--- src/rtl/mul_seq_pkg.sv ---
// Shared types and defaults for the shift-add multiplier sequencer.
package mul_seq_pkg;

    localparam int unsigned MUL_WIDTH_DEF = 4;

    typedef enum logic [2:0] {
        ST_IDLE  = 3'd0,
        ST_INIT  = 3'd1,
        ST_TEST  = 3'd2,
        ST_ADD   = 3'd3,
        ST_SHIFT = 3'd4,
        ST_DONE  = 3'd5
    } mul_state_e;

endpackage

--- src/rtl/mul_iter_cnt.sv ---
// Iteration counter for the multiplier sequencer; tc flags the last iteration.
module mul_iter_cnt #(
    parameter int unsigned WIDTH = 4,
    parameter int unsigned CW    = $clog2(WIDTH)
) (
    input  logic          clk,
    input  logic          reset,
    input  logic          clr_i,
    input  logic          en_i,
    output logic [CW-1:0] cnt_o,
    output logic          tc_o
);

    logic [CW-1:0] cnt_q, cnt_d;

    always_comb begin
        cnt_d = cnt_q;
        if (clr_i) begin
            cnt_d = '0;
        end else if (en_i) begin
            cnt_d = cnt_q + CW'(1);
        end
    end

    always_ff @(posedge clk) begin
        if (reset) begin
            cnt_q <= '0;
        end else begin
            cnt_q <= cnt_d;
        end
    end

    assign cnt_o = cnt_q;
    assign tc_o  = (cnt_q == CW'(WIDTH - 1));

endmodule

--- src/rtl/mul_seq_ctrl.sv ---
// Shift-add multiplier sequencer: handshake accept, per-iteration strobes, done pulse.
// Optional sticky protocol error output enabled by MUL_SEQ_START_ERR_EN.
module mul_seq_ctrl
    import mul_seq_pkg::*;
#(
    parameter  int unsigned WIDTH = MUL_WIDTH_DEF,
    localparam int unsigned CW    = $clog2(WIDTH)
) (
    input  logic          clk,
    input  logic          reset,
    input  logic          start_valid,
    output logic          start_ready,
    input  logic          p_lsb,
    output logic          a_ld,
    output logic          p_init,
    output logic          p_add,
    output logic          p_shift,
    output logic          busy,
    output logic          done,
`ifdef MUL_SEQ_START_ERR_EN
    output logic          err,
`endif
    output logic [CW-1:0] iter
);

    mul_state_e state_q, state_d;
    logic       cnt_clr, cnt_en, cnt_tc;

    mul_iter_cnt #(
        .WIDTH (WIDTH),
        .CW    (CW)
    ) u_iter_cnt (
        .clk   (clk),
        .reset (reset),
        .clr_i (cnt_clr),
        .en_i  (cnt_en),
        .cnt_o (iter),
        .tc_o  (cnt_tc)
    );

    always_ff @(posedge clk) begin
        if (reset) begin
            state_q <= ST_IDLE;
        end else begin
            state_q <= state_d;
        end
    end

    always_comb begin
        state_d     = state_q;
        start_ready = 1'b0;
        a_ld        = 1'b0;
        p_init      = 1'b0;
        p_add       = 1'b0;
        p_shift     = 1'b0;
        busy        = 1'b0;
        done        = 1'b0;
        cnt_clr     = 1'b0;
        cnt_en      = 1'b0;
        case (state_q)
            ST_IDLE: begin
                start_ready = 1'b1;
                if (start_valid) state_d = ST_INIT;
            end
            ST_INIT: begin
                a_ld    = 1'b1;
                p_init  = 1'b1;
                busy    = 1'b1;
                cnt_clr = 1'b1;
                state_d = ST_TEST;
            end
            ST_TEST: begin
                busy    = 1'b1;
                state_d = p_lsb ? ST_ADD : ST_SHIFT;
            end
            ST_ADD: begin
                p_add   = 1'b1;
                busy    = 1'b1;
                state_d = ST_SHIFT;
            end
            ST_SHIFT: begin
                p_shift = 1'b1;
                busy    = 1'b1;
                // iter freezes on the last pass so it still reads WIDTH-1 in DONE
                cnt_en  = !cnt_tc;
                state_d = cnt_tc ? ST_DONE : ST_TEST;
            end
            ST_DONE: begin
                done    = 1'b1;
                busy    = 1'b1;
                state_d = ST_IDLE;
            end
            default: state_d = ST_IDLE;
        endcase
    end

`ifdef MUL_SEQ_START_ERR_EN
    logic err_q, err_d;

    always_comb begin
        err_d = err_q;
        if (start_valid && (state_q != ST_IDLE) && (state_q != ST_DONE)) begin
            err_d = 1'b1;
        end
    end

    always_ff @(posedge clk) begin
        if (reset) begin
            err_q <= 1'b0;
        end else begin
            err_q <= err_d;
        end
    end

    assign err = err_q;
`endif

endmodule
--- config.mk ---
export PLATFORM = sky130hd
export DESIGN_NAME = mul_seq_ctrl
export DESIGN_NICKNAME = d
export VERILOG_FILES = /design/src/rtl/mul_seq_pkg.sv /design/src/rtl/mul_iter_cnt.sv /design/src/rtl/mul_seq_ctrl.sv
export SDC_FILE = /design/constraint.sdc
export NUM_CORES = 1
export LEC_CHECK = 0
export ABC_AREA = 1
export ABC_CLOCK_PERIOD_IN_PS = 1000
export CORE_AREA = 3 3 40 42
export CTS_CLUSTER_DIAMETER = 60
export DETAILED_ROUTE_END_ITERATION = 6
export DIE_AREA = 0 0 43 45
export MAX_ROUTING_LAYER = met4
export SLEW_MARGIN = 15
export SYNTH_ARGS = -nofsm -noshare
export SYNTH_HDL_FRONTEND = slang
export SYNTH_SLANG_ARGS = --single-unit
--- constraint.sdc ---
create_clock -name clk -period 1 [get_ports clk]
set_input_delay 0.2 -clock clk [delete_from_list [all_inputs] [get_ports clk]]
set_output_delay 0.2 -clock clk [all_outputs]
set_load 0.01 [all_outputs]
==> summary.txt, run 1 <==
Status
  • Status: finished, violations left
  • Violated checks: setup timing

STA
  • Worst Setup Slack, final: -0.211 ns
  • Period utilization: 121%
  • Max_slew headroom: 90.5%
  • Peak Freq: 826 MHz
  • Max Slew Vio Count: 0
  • Final setup fails: 11
  • Crit path time final: 1.21 ns
  • Hold Vio Cnt, Final: 0
  • Worst-Margin Slew: 0.141 ns
  • Unrepaired setup endpoints after global routing: true
  • Setup Skew: 0.00558 ns

Synthesis
  • Synth Warn #: 0
  • Post-synthesis sequential area ratio: between 20% and 30%
  • Ys flop type: dfxtp_1
  • Syn_nets: 54
  • Top-area cell type share of the netlist area: 30.0%
  • Mapped Area: roughly 330 um^2
  • Top post-synthesis cells by area: dfxtp_1, inv_1, nand2_1
  • EDFF count, synth: 0
  • Commonest cells post-synth: inv_1, nand2_1, dfxtp_1, nor2_1
  • Synth async-reset ratio: 0%
  • Library cells used by synthesis: 19
  • Top-count cell post-synth: inv_1
  • Yosys top cell by area: dfxtp_1
  • Mapped Cells: between 40 and 50
  • Yosys reg bits: 5
  • Synthesized area per cell: just under 7 um^2

Setup path
  • Slowest CP cell: dfxtp_4
  • CP required: about 0.80 ns
  • WP data arrival: ~1.0 ns
  • Nature of the critical path startpoint: register
  • Crit Path Max Fanout: 4
  • CP peak stage delay: roughly 0.36 ns
  • CP Buf/Inv Count: 4
  • Cell family with most CP delay: flip-flops
  • Crit-path cells: inv_2, buf_6, nand3_2, inv_2, buf_6
  • Worst Setup Path Type: register to output pin
  • CP Capture Type: output pin

Placement
  • Port bufs: 12
  • Placed instance area: 529 um^2
  • RePlAce Congestion: 0.799
  • Pre-CTS WS: -0.411 ns
  • Placed cells: 83
  • Post-DP HPWL: roughly 600 um

Floorplan
  • Die area: 1940 um^2
  • IO Pins: 13
  • Starting Density: 26.0%
  • Die W: 43 um
  • Std-Cell Core Area: roughly 1300 um^2
  • Die span in y: roughly 45 um
  • Row cnt: 13

Routing
  • Wire length per cell: 9.28 um
  • Vias post-DR: 387
  • Post-route DRC: 0
  • Initial drt markers: 3
  • DRT antenna net count: 0
  • DR pass1 iterations: 2
  • Avg Vias per Cell: around 4.3
  • Routed WL: 835 um

Finish
  • Design Area, Final: 594 um^2
  • Fraction of layout cells with a size suffix above 1: 60.0%
  • Area growth, synth to finish: 77.9%
  • Non-filler cells, final: 90
  • Final core occ: 46.3%
  • Ant. Diodes: 0
  • Layout Nets: 81

Flow run
  • Max_cap viols: 0

Clock network
  • Clock tree sinks: 5
  • Post-CTS Hold Buffers: 0
  • CTS buffer count: 3
  • Clock latency on the worst-skew pair: approximately 0.24 ns
  • CTS tree: built
  • Max Root-Sink Buffers: 2
  • # H-tree levels: 1
  • Clock transition at the registers of the reported paths: about 0.050 ns
  • CTS root buf: clkbuf_4

Global route
  • Global-route wire length before repair: 1550 um
  • Vias in the first global route: around 390
  • Largest net degree at the start of global routing: 6
  • Global Route Usage Sum: a little over a tenth
  • GRT Residual Overflow: 0
  • Initial antenna violation count: 0

Power
  • Peak VDD IR: 1.03 mV
  • Leak pwr: 0.000302 uW
  • Total power: 1010 uW
  • P per Cell Area: ~1700 nW/um^2

Hold path
  • HP Class: register to register
==> cells in the final DEF (no fill, tap or decap) <==
cell type	count
buf_4	9
inv_1	8
buf_2	7
nand2_1	5
buf_6	5
inv_2	4
nor2_1	4
nor2_4	3
nand2_2	3
clkbuf_4	3
clkdlybuf4s50_1	3
dfxtp_2	3
a21oi_1	2
nand3_1	2
dfxtp_4	2
nor3_1	1
nand3_2	1
nor3_2	1
nand3_4	1
o21ai_2	1
nand3b_1	1
nor2_2	1
o21ai_1	1
a21oi_2	1
nand4_1	1
ha_1	1
clkbuf_1	1
==> per-layer routing <==
metal / wire length, um / track usage (%) / vias up
met2: 417 / 17.7 / 10
met4: 0 / 3.61 / 0
met1: 355 / 12.0 / 174
li1: - / - / 203
met5: 0 / - / -
met3: 62 / 5.18 / 0
==> path summary, 6_finish.rpt <==
kind | start | endpoint | slack, ns | cells after the start
max | state_q[2] | p_init | -0.21 | 5
min | u_iter_cnt.cnt_o[1] | u_iter_cnt.cnt_o[1] | 0.54 | 4
max reg2reg | state_q[2] | u_iter_cnt.cnt_o[1] | -0.16 | 9
min reg2reg | u_iter_cnt.cnt_o[1] | u_iter_cnt.cnt_o[1] | 0.54 | 4
==> through the flow <==
| step | TNS (ns) | hold slack [ns] |
|---|---|---|
| CTS | -1.63 | 0.547 |
| detailed placement | -3.13 | 0.552 |
| finish | -1.65 | 0.539 |
| global route | -2.39 | 0.602 |
| floorplan | -0.0193 | 0.267 |
| global placement | -3.12 | 0.549 |
==> power breakdown <==
part / internal [uW] / switching (uW)
registers: 230 / 32.9
clock network: 151 / 80.0
logic: 269 / 247
total: 649 / 360
==> timing repair <==
action | 4_1_cts | 5_1_grt
pin swaps | 2 | 0
resized for setup | 47 | 8
cloned | 0 | 0
buffers inserted | 3 | 0
setup endpoints to repair | 14 | 14
==> cells by family (layout without fill, tap and decap cells) <==
family | Yosys count | in the layout | share of synthesized area [%]
adder cells (fa/ha/maj) | 1 | 1 | 3.74
AO/OA/AOI/OAI | 5 | 5 | 7.49
AND/OR/NAND/NOR | 24 | 24 | 40.8
buffers and inverters | 14 | 40 | 18.0
flip-flops | 5 | 5 | 30.0
==> cell type report <==
type | count | area [um^2]
fillers | 139 | 691
multi-input cells | 30 | 204
repair buffers | 24 | 189
flip-flops and latches | 5 | 111
inverters | 12 | 45.0
clock buffers | 4 | 26.3
well taps | 15 | 18.8
==> flip-flops by register name, indices dropped and copies added, names as in the netlist <==
| signal | flops |
|---|---|
| u_iter_cnt.cnt_o | 2 |
| state_q | 3 |
==> worst reg2reg max path: stages (launching register included) <==
cell	delay, ns
dfxtp_4	0.36
inv_2	0.08
buf_6	0.10
nand3_2	0.07
buf_4	0.14
buf_4	0.13
nand2_2	0.06
inv_1	0.04
nand2_1	0.05
nor2_1	0.03
Power figures use the tool's default switching activity.
==> run 2, diff against run 1 <==
--- a/config.mk
+++ b/config.mk
@@ -7,10 +7,10 @@
 export LEC_CHECK = 0
 export ABC_AREA = 1
 export ABC_CLOCK_PERIOD_IN_PS = 1000
-export CORE_AREA = 3 3 40 42
+export CORE_AREA = 2 2 39 41
 export CTS_CLUSTER_DIAMETER = 60
 export DETAILED_ROUTE_END_ITERATION = 6
-export DIE_AREA = 0 0 43 45
+export DIE_AREA = 0 0 41 43
 export MAX_ROUTING_LAYER = met4
 export SLEW_MARGIN = 15
 export SYNTH_ARGS = -nofsm -noshare
==> run 2 against run 1 <==
Against the previous run:
- the run still ends with setup timing left
- cell count up 2.2%
- register-to-register slack better by 0.12 ns
- via count up 2.3%
- global-route usage up 2.2 points
- fmax down 0.32%
- first-iteration DRC count up 33%
- setup slack worse by 0.0039 ns
- critical path type unchanged
- largest cell class unchanged
- largest power group unchanged
==> summary.txt, run 2 (synthesized netlist as in run 1, its figures left out) <==
Power
  • Sw Pwr: 387 uW (+7.5%)
  • Comb power frac: 50.8% (-0.3 points)
  • P per Cell Area: 1610 nW/um^2 (-5.2%)
  • Int Power: 643 uW (-1.0%)
  • Leak pwr: 0.000316 uW (+4.5%)
  • Clock power frac: 23.0% (about the same)
  • Switching share of power: 37.6% (+1.9 points)
  • Peak VDD IR: 0.703 mV (-31%)
  • Seq pwr share: 26.2% (about the same)

STA
  • Period utilization: 122% (+0.39 points)
  • Setup Skew: 0.00433 ns (-0.00125 ns)
  • Hold Vio Cnt, Final: 0 (unchanged)
  • Unrepaired setup endpoints after global routing: true
  • Worst Setup Slack, final: -0.215 ns (-0.00390 ns)
  • Max Slew Vio Count: 0 (unchanged)
  • Max_slew headroom: 89.9% (-0.61 points)
  • Setup TNS Final: -1.41 ns (+0.247 ns)
  • Worst-Margin Slew: 0.150 ns (+0.00922 ns)
  • Peak Freq: 823 MHz (-0.32%)
  • Final setup fails: 9 (-2)
  • Crit path time final: 1.22 ns (+0.00390 ns)

Placement
  • Placed cells: 86 (+3.6%)
  • Placed instance area: 546 um^2 (+3.1%)
  • RePlAce Congestion: 0.751 (-6.0%)
  • Port bufs: 12 (unchanged)
  • Post-DP HPWL: 658 um (+10%)

Setup path
  • CP required: 0.80 ns (about the same)
  • Crit Path Max Fanout: 4 (unchanged)
  • Worst Setup Path Type: register to output pin
  • Reg2reg setup slack: -0.04 ns (+0.12 ns)
  • WP data arrival: 1.02 ns (about the same)
  • CP Capture Type: output pin
  • Nature of the critical path startpoint: register

Clock network
  • Clock latency on the worst-skew pair: 0.24 ns (about the same)
  • # H-tree levels: 1 (unchanged)
  • Max Root-Sink Buffers: 2 (unchanged)
  • CTS buffer count: 3 (unchanged)
  • Clock tree sinks: 5 (unchanged)
  • CTS tree: built
  • Clock transition at the registers of the reported paths: 0.05 ns (about the same)
  • CTS root buf: clkbuf_4

Floorplan
  • Die W: 41 um (-4.7%)
  • IO Pins: 13 (unchanged)
  • Row cnt: 14 (+1)
  • Die span in y: 43 um (-4.4%)
  • Die area: 1760 um^2 (-8.9%)
  • Starting Density: 24.1% (-1.9 points)
  • Std-Cell Core Area: 1380 um^2 (+7.7%)

Routing
  • DR pass1 iterations: 2 (unchanged)
  • Initial drt markers: 4 (+1)
  • DRT antenna net count: 0 (unchanged)
  • Routed WL: 994 um (+19%)
  • Vias post-DR: 396 (+2.3%)
  • Avg Vias per Cell: 4.30 (+0.10%)
  • Post-route DRC: 0 (unchanged)
  • Wire length per cell: 10.8 um (+16%)

Global route
  • Global Route Usage Sum: 13.2% (+2.2 points)
  • GRT Residual Overflow: 0 (unchanged)
  • Initial antenna violation count: 0 (unchanged)
  • Vias in the first global route: 385 (-2.0%)
  • Largest net degree at the start of global routing: 6 (unchanged)
  • Global-route wire length before repair: 1490 um (-4.0%)

Finish
  • Commonest non-fill, non-tap cell in the layout: buf_4
  • Biggest register: state_q
  • Most frequent cells in the layout: buf_4, buf_6, buf_2
  • Fill cells: 153 (+10%)
  • Ant. Diodes: 0 (unchanged)
  • Layout Nets: 82 (+1.2%)
  • Design Area, Final: 639 um^2 (+7.6%)
  • Total area of sequential cells: 111 um^2 (unchanged)
  • Fraction of layout cells with a size suffix above 1: 65.8% (+5.8 points)
  • Max FFs per register: 3 (unchanged)
  • Area growth, synth to finish: 91.4%
  • Non-filler cells, final: 92 (+2.2%)
  • Multi-input gate area in the final layout: 230 um^2 (+13%)

Flow run
  • Max_cap viols: 0 (unchanged)

Hold path
  • HP Class: register to register

Status
  • Status: finished, violations left
  • Violated checks: setup timing
==> run 2: path summary, 6_finish.rpt <==
| path | start | end | depth (start not counted) |
|---|---|---|---|
| worst min register to register | u_iter_cnt.cnt_o[1] | u_iter_cnt.cnt_o[1] | 4 |
| worst max-delay path | state_q[2] | a_ld | 5 |
| worst min-delay path | u_iter_cnt.cnt_o[1] | u_iter_cnt.cnt_o[1] | 4 |
| worst max register to register | state_q[2] | state_q[0] | 7 |
==> run 2: layout make-up <==
type	instances	area share (%)
clock buffer	4	4.11
timing repair buffer	25	31.9
multi-input combinational	30	36.0
sequential	5	17.4
inverter	12	7.44
tap	16	3.13
==> run 2: layer usage <==
layer / global-route usage [%] / part of all wire [%] / vias up
met5: - / 0 / -
li1: - / - / 203
met1: 12.6 / 38 / 179
met2: 23.1 / 55 / 12
met4: 8.00 / 1.6 / 0
met3: 1.57 / 5.3 / 2
==> run 2: what timing repair did <==
| item | 4_1_cts | 5_1_grt |
|---|---|---|
| setup buffers | 3 | 2 |
| endpoints found under the setup margin | 14 | 12 |
| hold buffers | 0 | 0 |
| resized for setup | 60 | 4 |
| pin swaps | 6 | 4 |
==> run 2: power groups by stage <==
stage / clock network (uW) / registers [uW] / logic, uW
finish: 237 / 270 / 523
global route: 254 / 275 / 560
CTS: 246 / 266 / 504
detailed placement: 0 / 260 / 465
global placement: 0 / 260 / 456
floorplan: 0 / 259 / 236
==> run 2: per-stage QoR <==
step	utilization [%]	power, uW	setup slack [ns]	hold slack, ns
floorplan	-	496	-0.0175	0.267
global placement	39.4	716	-0.404	0.541
detailed placement	39.4	725	-0.413	0.562
CTS	44.8	1020	-0.210	0.557
global route	46.2	1090	-0.244	0.633
finish	46.2	1030	-0.215	0.569
==> run 2: worst max-delay path, cell delays in order, from the launching register on <==
cell and delay (ns):
dfxtp_4 0.36, inv_4 0.07, buf_6 0.11, nand3_4 0.06, inv_2 0.07, buf_6 0.10
